File: config.mk
export PLATFORM = sky130hd
export DESIGN_NAME = j1b_io_uart
export DESIGN_NICKNAME = d
export VERILOG_FILES = /design/src/rtl/j1b_io_uart.sv
export SDC_FILE = /design/constraint.sdc
export NUM_CORES = 1
export LEC_CHECK = 0
export BUFFER_PORTS_ARGS = -buffer_cell sky130_fd_sc_hd__buf_2
export CORE_UTILIZATION = 54
export DETAILED_ROUTE_END_ITERATION = 10
export HOLD_SLACK_MARGIN = 0.1
export PLACE_DENSITY = 0.72
export SLEW_MARGIN = 40
export SYNTH_ARGS = -nofsm -noshare
export SYNTH_HDL_FRONTEND = slang
export SYNTH_SLANG_ARGS = --single-unit
File: constraint.sdc
create_clock -name clk -period 3.05 [get_ports clk]
set_clock_uncertainty 0.2 [all_clocks]
set_input_delay 0.4575 -clock clk [delete_from_list [all_inputs] [get_ports clk]]
set_output_delay 0.4575 -clock clk [all_outputs]
set_load 0.01 [all_outputs]
File: src/rtl/j1b_io_uart.sv
// J1B IO-port responder: UART 8N1 TX/RX behind 16-entry FIFOs
// plus a free-running cycle counter, all read back via registered io_din.
module j1b_io_uart #(
   parameter int CLKS_PER_BIT = 868,
   parameter int FIFO_LOG2    = 4
) (
   input  logic        clk,
   input  logic        resetq,
   input  logic [15:0] io_addr,
   input  logic        io_rd,
   input  logic        io_wr,
   input  logic [31:0] io_wdata,
   output logic [31:0] io_din,
   output logic        uart_tx,
   input  logic        uart_rx
);
   localparam int DEPTH = 1 << FIFO_LOG2;
   localparam int CW    = $clog2(CLKS_PER_BIT);
   localparam int PW    = FIFO_LOG2 + 1;
   localparam logic [CW-1:0] BIT_LAST  = CW'(CLKS_PER_BIT - 1);
   localparam logic [CW-1:0] HALF_LAST = CW'(CLKS_PER_BIT / 2 - 1);
   localparam logic [CW-1:0] CNT_ONE   = CW'(1);
   localparam logic [PW-1:0] PTR_ONE   = PW'(1);

   typedef enum logic [1:0] {IDLE, START, DATA, STOP} uart_state_t;

   logic sel_data, sel_stat, sel_cyc;
   logic [31:0] rd_val, cycles;
   wire  [31:0] cyc_nxt;
   logic ovr;

   logic [7:0] tx_mem [DEPTH];
   logic [7:0] rx_mem [DEPTH];
   logic [PW-1:0] tx_wp, tx_rp, rx_wp, rx_rp;
   logic tx_empty, tx_full, rx_empty, rx_full;
   logic tx_push, tx_pop, rx_push, rx_pop;
   logic [7:0] tx_head;

   uart_state_t tx_state, rx_state;
   logic [CW-1:0] tx_cnt, rx_cnt;
   logic [2:0] tx_bit, rx_bit;
   logic [7:0] tx_shift, rx_shift;
   logic tx_busy, rx_done, ovr_set;
   logic rx_s1, rx_s2, rx_s3;

   logic unused_bits;
   assign unused_bits = ^{io_addr[15], io_addr[11:0], io_wdata[31:8]};

   // One-hot decode; lower-numbered bit wins when several are set.
   always_comb begin
      sel_data = 1'b0;
      sel_stat = 1'b0;
      sel_cyc  = 1'b0;
      unique case (1'b1)
         io_addr[12]:                              sel_data = 1'b1;
         !io_addr[12] && io_addr[13]:              sel_stat = 1'b1;
         !io_addr[12] && !io_addr[13] && io_addr[14]: sel_cyc = 1'b1;
         default: ;
      endcase
   end

   assign tx_empty = tx_wp == tx_rp;
   assign tx_full  = (tx_wp[FIFO_LOG2] != tx_rp[FIFO_LOG2]) &&
                     (tx_wp[FIFO_LOG2-1:0] == tx_rp[FIFO_LOG2-1:0]);
   assign rx_empty = rx_wp == rx_rp;
   assign rx_full  = (rx_wp[FIFO_LOG2] != rx_rp[FIFO_LOG2]) &&
                     (rx_wp[FIFO_LOG2-1:0] == rx_rp[FIFO_LOG2-1:0]);
   assign tx_head  = tx_mem[tx_rp[FIFO_LOG2-1:0]];

   assign tx_push = io_wr && sel_data && !tx_full;
   assign tx_pop  = !tx_empty && (tx_state == IDLE ||
                    (tx_state == STOP && tx_cnt == BIT_LAST));
   assign rx_pop  = io_rd && sel_data && !rx_empty;
   assign rx_done = rx_state == STOP && rx_cnt == BIT_LAST;
   assign rx_push = rx_done && rx_s2 && (!rx_full || rx_pop);
   assign ovr_set = rx_done && rx_s2 && rx_full && !rx_pop;
   assign tx_busy = !tx_empty || tx_state != IDLE;
   assign cyc_nxt = cycles + 32'd1;

   always_comb begin
      rd_val = '0;
      unique case (1'b1)
         sel_data: rd_val = rx_empty ? 32'h0 :
                            {24'h0, rx_mem[rx_rp[FIFO_LOG2-1:0]]};
         sel_stat: rd_val = {28'h0, tx_busy, ovr, !rx_empty, !tx_full};
         sel_cyc:  rd_val = cycles;
         default: ;
      endcase
   end

   always_ff @(posedge clk) begin
      if (!resetq) begin
         io_din <= '0;
         cycles <= '0;
         ovr    <= 1'b0;
         tx_wp  <= '0;
         tx_rp  <= '0;
         rx_wp  <= '0;
         rx_rp  <= '0;
         rx_s1  <= 1'b1;
         rx_s2  <= 1'b1;
         rx_s3  <= 1'b1;
      end else begin
         if (io_rd) io_din <= rd_val;
         cycles <= (io_wr && sel_cyc) ? '0 : cyc_nxt;
         if (tx_push) tx_wp <= tx_wp + PTR_ONE;
         if (tx_pop)  tx_rp <= tx_rp + PTR_ONE;
         if (rx_push) rx_wp <= rx_wp + PTR_ONE;
         if (rx_pop)  rx_rp <= rx_rp + PTR_ONE;
         if (ovr_set) ovr <= 1'b1;
         else if (io_rd && sel_stat) ovr <= 1'b0;
         {rx_s3, rx_s2, rx_s1} <= {rx_s2, rx_s1, uart_rx};
      end
   end

   always_ff @(posedge clk) begin
      if (tx_push) tx_mem[tx_wp[FIFO_LOG2-1:0]] <= io_wdata[7:0];
      if (rx_push) rx_mem[rx_wp[FIFO_LOG2-1:0]] <= rx_shift;
   end

   always_ff @(posedge clk) begin
      if (!resetq) begin
         tx_state <= IDLE;
         tx_cnt   <= '0;
         tx_bit   <= '0;
         tx_shift <= '0;
         uart_tx  <= 1'b1;
      end else begin
         unique case (tx_state)
            IDLE: if (tx_pop) begin
               tx_shift <= tx_head;
               tx_cnt   <= '0;
               uart_tx  <= 1'b0;
               tx_state <= START;
            end
            START: if (tx_cnt == BIT_LAST) begin
               tx_cnt   <= '0;
               tx_bit   <= '0;
               uart_tx  <= tx_shift[0];
               tx_state <= DATA;
            end else tx_cnt <= tx_cnt + CNT_ONE;
            DATA: if (tx_cnt == BIT_LAST) begin
               tx_cnt <= '0;
               if (tx_bit == 3'd7) begin
                  uart_tx  <= 1'b1;
                  tx_state <= STOP;
               end else begin
                  tx_bit   <= tx_bit + 3'd1;
                  uart_tx  <= tx_shift[1];
                  tx_shift <= {1'b0, tx_shift[7:1]};
               end
            end else tx_cnt <= tx_cnt + CNT_ONE;
            // Chain straight into the next start bit when more is queued.
            STOP: if (tx_cnt == BIT_LAST) begin
               tx_cnt <= '0;
               if (tx_pop) begin
                  tx_shift <= tx_head;
                  uart_tx  <= 1'b0;
                  tx_state <= START;
               end else tx_state <= IDLE;
            end else tx_cnt <= tx_cnt + CNT_ONE;
            default: tx_state <= IDLE;
         endcase
      end
   end

   always_ff @(posedge clk) begin
      if (!resetq) begin
         rx_state <= IDLE;
         rx_cnt   <= '0;
         rx_bit   <= '0;
         rx_shift <= '0;
      end else begin
         unique case (rx_state)
            IDLE: if (rx_s3 && !rx_s2) begin
               rx_cnt   <= '0;
               rx_state <= START;
            end
            START: if (rx_cnt == HALF_LAST) begin
               rx_cnt   <= '0;
               rx_bit   <= '0;
               rx_state <= rx_s2 ? IDLE : DATA;
            end else rx_cnt <= rx_cnt + CNT_ONE;
            DATA: if (rx_cnt == BIT_LAST) begin
               rx_cnt   <= '0;
               rx_shift <= {rx_s2, rx_shift[7:1]};
               if (rx_bit == 3'd7) rx_state <= STOP;
               else rx_bit <= rx_bit + 3'd1;
            end else rx_cnt <= rx_cnt + CNT_ONE;
            STOP: if (rx_cnt == BIT_LAST) begin
               rx_cnt   <= '0;
               rx_state <= IDLE;
            end else rx_cnt <= rx_cnt + CNT_ONE;
            default: rx_state <= IDLE;
         endcase
      end
   end
endmodule

==> impl_results.md <==
* Outcome: finished clean
* Initial antenna violation count at 0
* IO buf count at 48
* Residual DRC at 0
* Final setup viols at 0
* Hold slack at 0.1239 ns
* Chip Height at 177.0 um
* Num rows at 63
* # resized after CTS at 0
* Synth Cell Area at 0.01654 mm2
* Layout Cells excl Fill at 1669
* CP top delay family: simple AND/OR/NAND/NOR gates
* Area Growth Syn to Fin at 12.95%
* CORE AREA at 0.02987 mm2
* Avg WL per Cell at 20.12 um
* Critical path origin: rx_cnt[0]
* Setup TNS at 0 ns
* Clk slew on worst S/H paths at 0.06 ns
* I/O Pins at 86
* Syn Nets at 1244
* Worst vdd ir at 386.7 uV
* Post-DP HPWL at 21190 um
* Worst slack, placed at 0.3310 ns
* Share of post-route cells with drive strength above 1 at 0.1892
* Final Hold Viols at 0
* Measured slew at the worst slew-check pin at 0.7544 ns
* Top FF cell, synth: edfxtp_1
* CTS tree: done
* Crit end category: flop
* CTS Hold Bufs at 3
* Leak at 6.475 nW
* CP Cell Sequence: ha_1 > and4bb_2 > nand4_1 > a2111oi_1 > buf_4 > and2_1
* Clock Latency Late Sink at 0.53 ns
* Cts bufs inserted at 42
* Placed insts at 1589
* Crit path required time at 3.01 ns
* Pwr Total at 12.38 mW
* Gr usage total at 0.2182
* Seq pwr share at 0.478
* Startpoint class of the critical path: flop
* Async set-reset flop share out of synthesis at 0
* Worst endpoint data arrival time at 2.68 ns
* Routed via count at 9881
* Vias in the first global route at 9493
* Pre-antenna DRT Iters at 5
* Root buf cell: clkbuf_16
* Post-CTS setup buffer count at 0
* Period utilization at 0.8948
* Die area at 0.03133 mm2
* Clock power frac at 0.388
* Pwr per Cell Area at 663.0 mW/mm2
* Fin area at 0.01868 mm2
* Final ANT Viol Nets at 0
* CP Max Fanout at 8
* Slew Viols, Final at 0
* Combinational Power Share at 0.134
* Vias/cell at 5.920
* Starting density of the core at 0.5536
* CP Class: flop to flop
* Overflow after GRT at 0
* Mapped Cells at 1168
* Minimum clock period at 2.729 ns
* Clock buffer depth at 3
* Relative slew slack at 0.4964
* Layout Nets at 1322
* Horiz. Die Dim at 177.0 um
* First-pass GRT wire length at 52610 um
* Worst min path class: input port to flop
* Ant diodes at 0
* Reg area at 0.01055 mm2
* RSZ-0062 raised after global routing: no
* Number of fill cells at 2136
* Sw power at 3.048 mW
* Sequential element share of the synthesized area at 0.6379
* GP Congestion at 0.7997
* F_max at 0.3664 GHz
* # H-tree levels at 2
* Switching share of power at 0.2461
* Syn_area_per_cell at 14.16 um2
* Area of the multi-input gates at 0.005612 mm2
* Clk sink count at 399
* Max_cap viols at 0
* WP buf/inv at 1
* Total Wirelength at 33580 um
* Hold Crit Start: io_wdata[2]
* Util after Layout at 0.6253
* Largest net degree at the start of global routing at 40
* Synthesis Warnings at 0
* DR iter-0 viols at 789
* Slowest Stage Delay on Critical Path at 0.46 ns
* Final setup margin at 0.3208 ns
* Number of synthesized flops with an enable pin at 256
* Post-synth cell types at 77
* Worst path slowest cell: a2111oi_1
* Placed Area at 0.01735 mm2
* Worst r2r src: rx_cnt[0]
* Cell internal pwr at 9.337 mW
* Synth Register Bits at 399
## worst paths after layout
kind,cells past startpoint,slack (ns),end
min,1,0.12,tx_mem[8][2]
max reg2reg,6,0.32,rx_mem[7][1]
min reg2reg,1,0.23,rx_s2
max,6,0.32,rx_mem[7][1]
## placed cells by master (no fill, tap or decap), types with 11 or more instances in the layout
cell       instances
a211oi_1          25
a21oi_1           59
and3_1            26
buf_2             48
buf_4             43
clkbuf_16         43
clkinv_1          11
dfxtp_1          141
edfxtp_1         256
ha_1              23
inv_1             19
mux2i_1           25
mux4_1            14
mux4_2            57
nand2_1           77
nand3_1           48
nand4_1           14
nor2_1            97
nor3_1            12
o21ai_0           21
xnor2_1           19
xor2_1            30
## power groups by stage
stage	combinational (mW)	clock [mW]	sequential, mW
global route	1.82	5.10	5.94
finish	1.66	4.80	5.92
CTS	1.67	4.88	5.92
detailed placement	1.65	0	6.04
global placement	1.63	0	6.03
floorplan	1.23	0	6.01
## cells in the mapped netlist, drive strengths merged, types with 3 or more instances
master,instances,area share
a31o,3,0.0016
ha,23,0.017
a211oi,26,0.012
inv,20,0.0045
clkbuf,36,0.0082
a222oi,3,0.0018
a21boi,3,0.0014
o31ai,4,0.0018
mux4,71,0.10
nand3,48,0.015
xor2,30,0.016
nand2,77,0.017
a221oi,4,0.0033
a41oi,4,0.0026
mux2,3,0.0020
nand2b,9,0.0034
edfxtp,256,0.46
a31oi,4,0.0024
nor2b,8,0.0030
nor2,97,0.022
or3,8,0.0030
mux2i,25,0.015
o211a,4,0.0024
nor3,14,0.0052
o211ai,6,0.0027
and2,10,0.0038
o221a,4,0.0027
nand4,15,0.0061
nor3b,3,0.0017
o22ai,7,0.0026
a211o,3,0.0016
nor4,5,0.0039
and3,26,0.0098
buf,27,0.010
nand3b,8,0.0036
xnor2,19,0.010
and4,5,0.0026
o21ai,21,0.0064
a21oi,61,0.019
dfxtp,143,0.17
## cell families after synthesis
group | count (synthesis) | share of synthesized area
and+or+nand+nor | 340 | 0.1042
buffers and inverters | 83 | 0.02307
muxes | 99 | 0.1170
adders and majority gates | 23 | 0.01740
DFF | 399 | 0.6379
xor gates and xnor gates | 49 | 0.02595
AOI/OAI and AO/OA | 175 | 0.07444
## registers in the layout (all words and copies together), names as in the netlist, named ones only
name	cells
cycles	32
rx_state	1
tx_cnt	10
uart_tx	1
io_din	32
tx_state	2
tx_bit	3
tx_mem	128
rx_s2	1
rx_rp	5
tx_rp	5
rx_wp	5
rx_s3	1
tx_shift	8
rx_mem	128
rx_bit	3
rx_shift	8
rx_cnt	10
tx_wp	5
rx_s1	1
ovr	1
## layout make-up
| cell class | count | share of cell area |
|---|---|---|
| timing repair buffer | 97 | 0.03496 |
| clock inverter | 23 | 0.008707 |
| clock buffer | 54 | 0.06088 |
| tap | 390 | 0.02612 |
| sequential | 399 | 0.5649 |
| inverter | 20 | 0.004019 |
| multi-input combinational | 686 | 0.3004 |
## per-layer routing
metal,vias up,routed length [um],track usage
met5,-,0,0
met4,0,810,0.07004
met3,53,1744,0.03565
met2,278,15620,0.3416
met1,4924,15400,0.3123
li1,4626,-,-
Note: power is estimated with default switching activity, not from simulation.
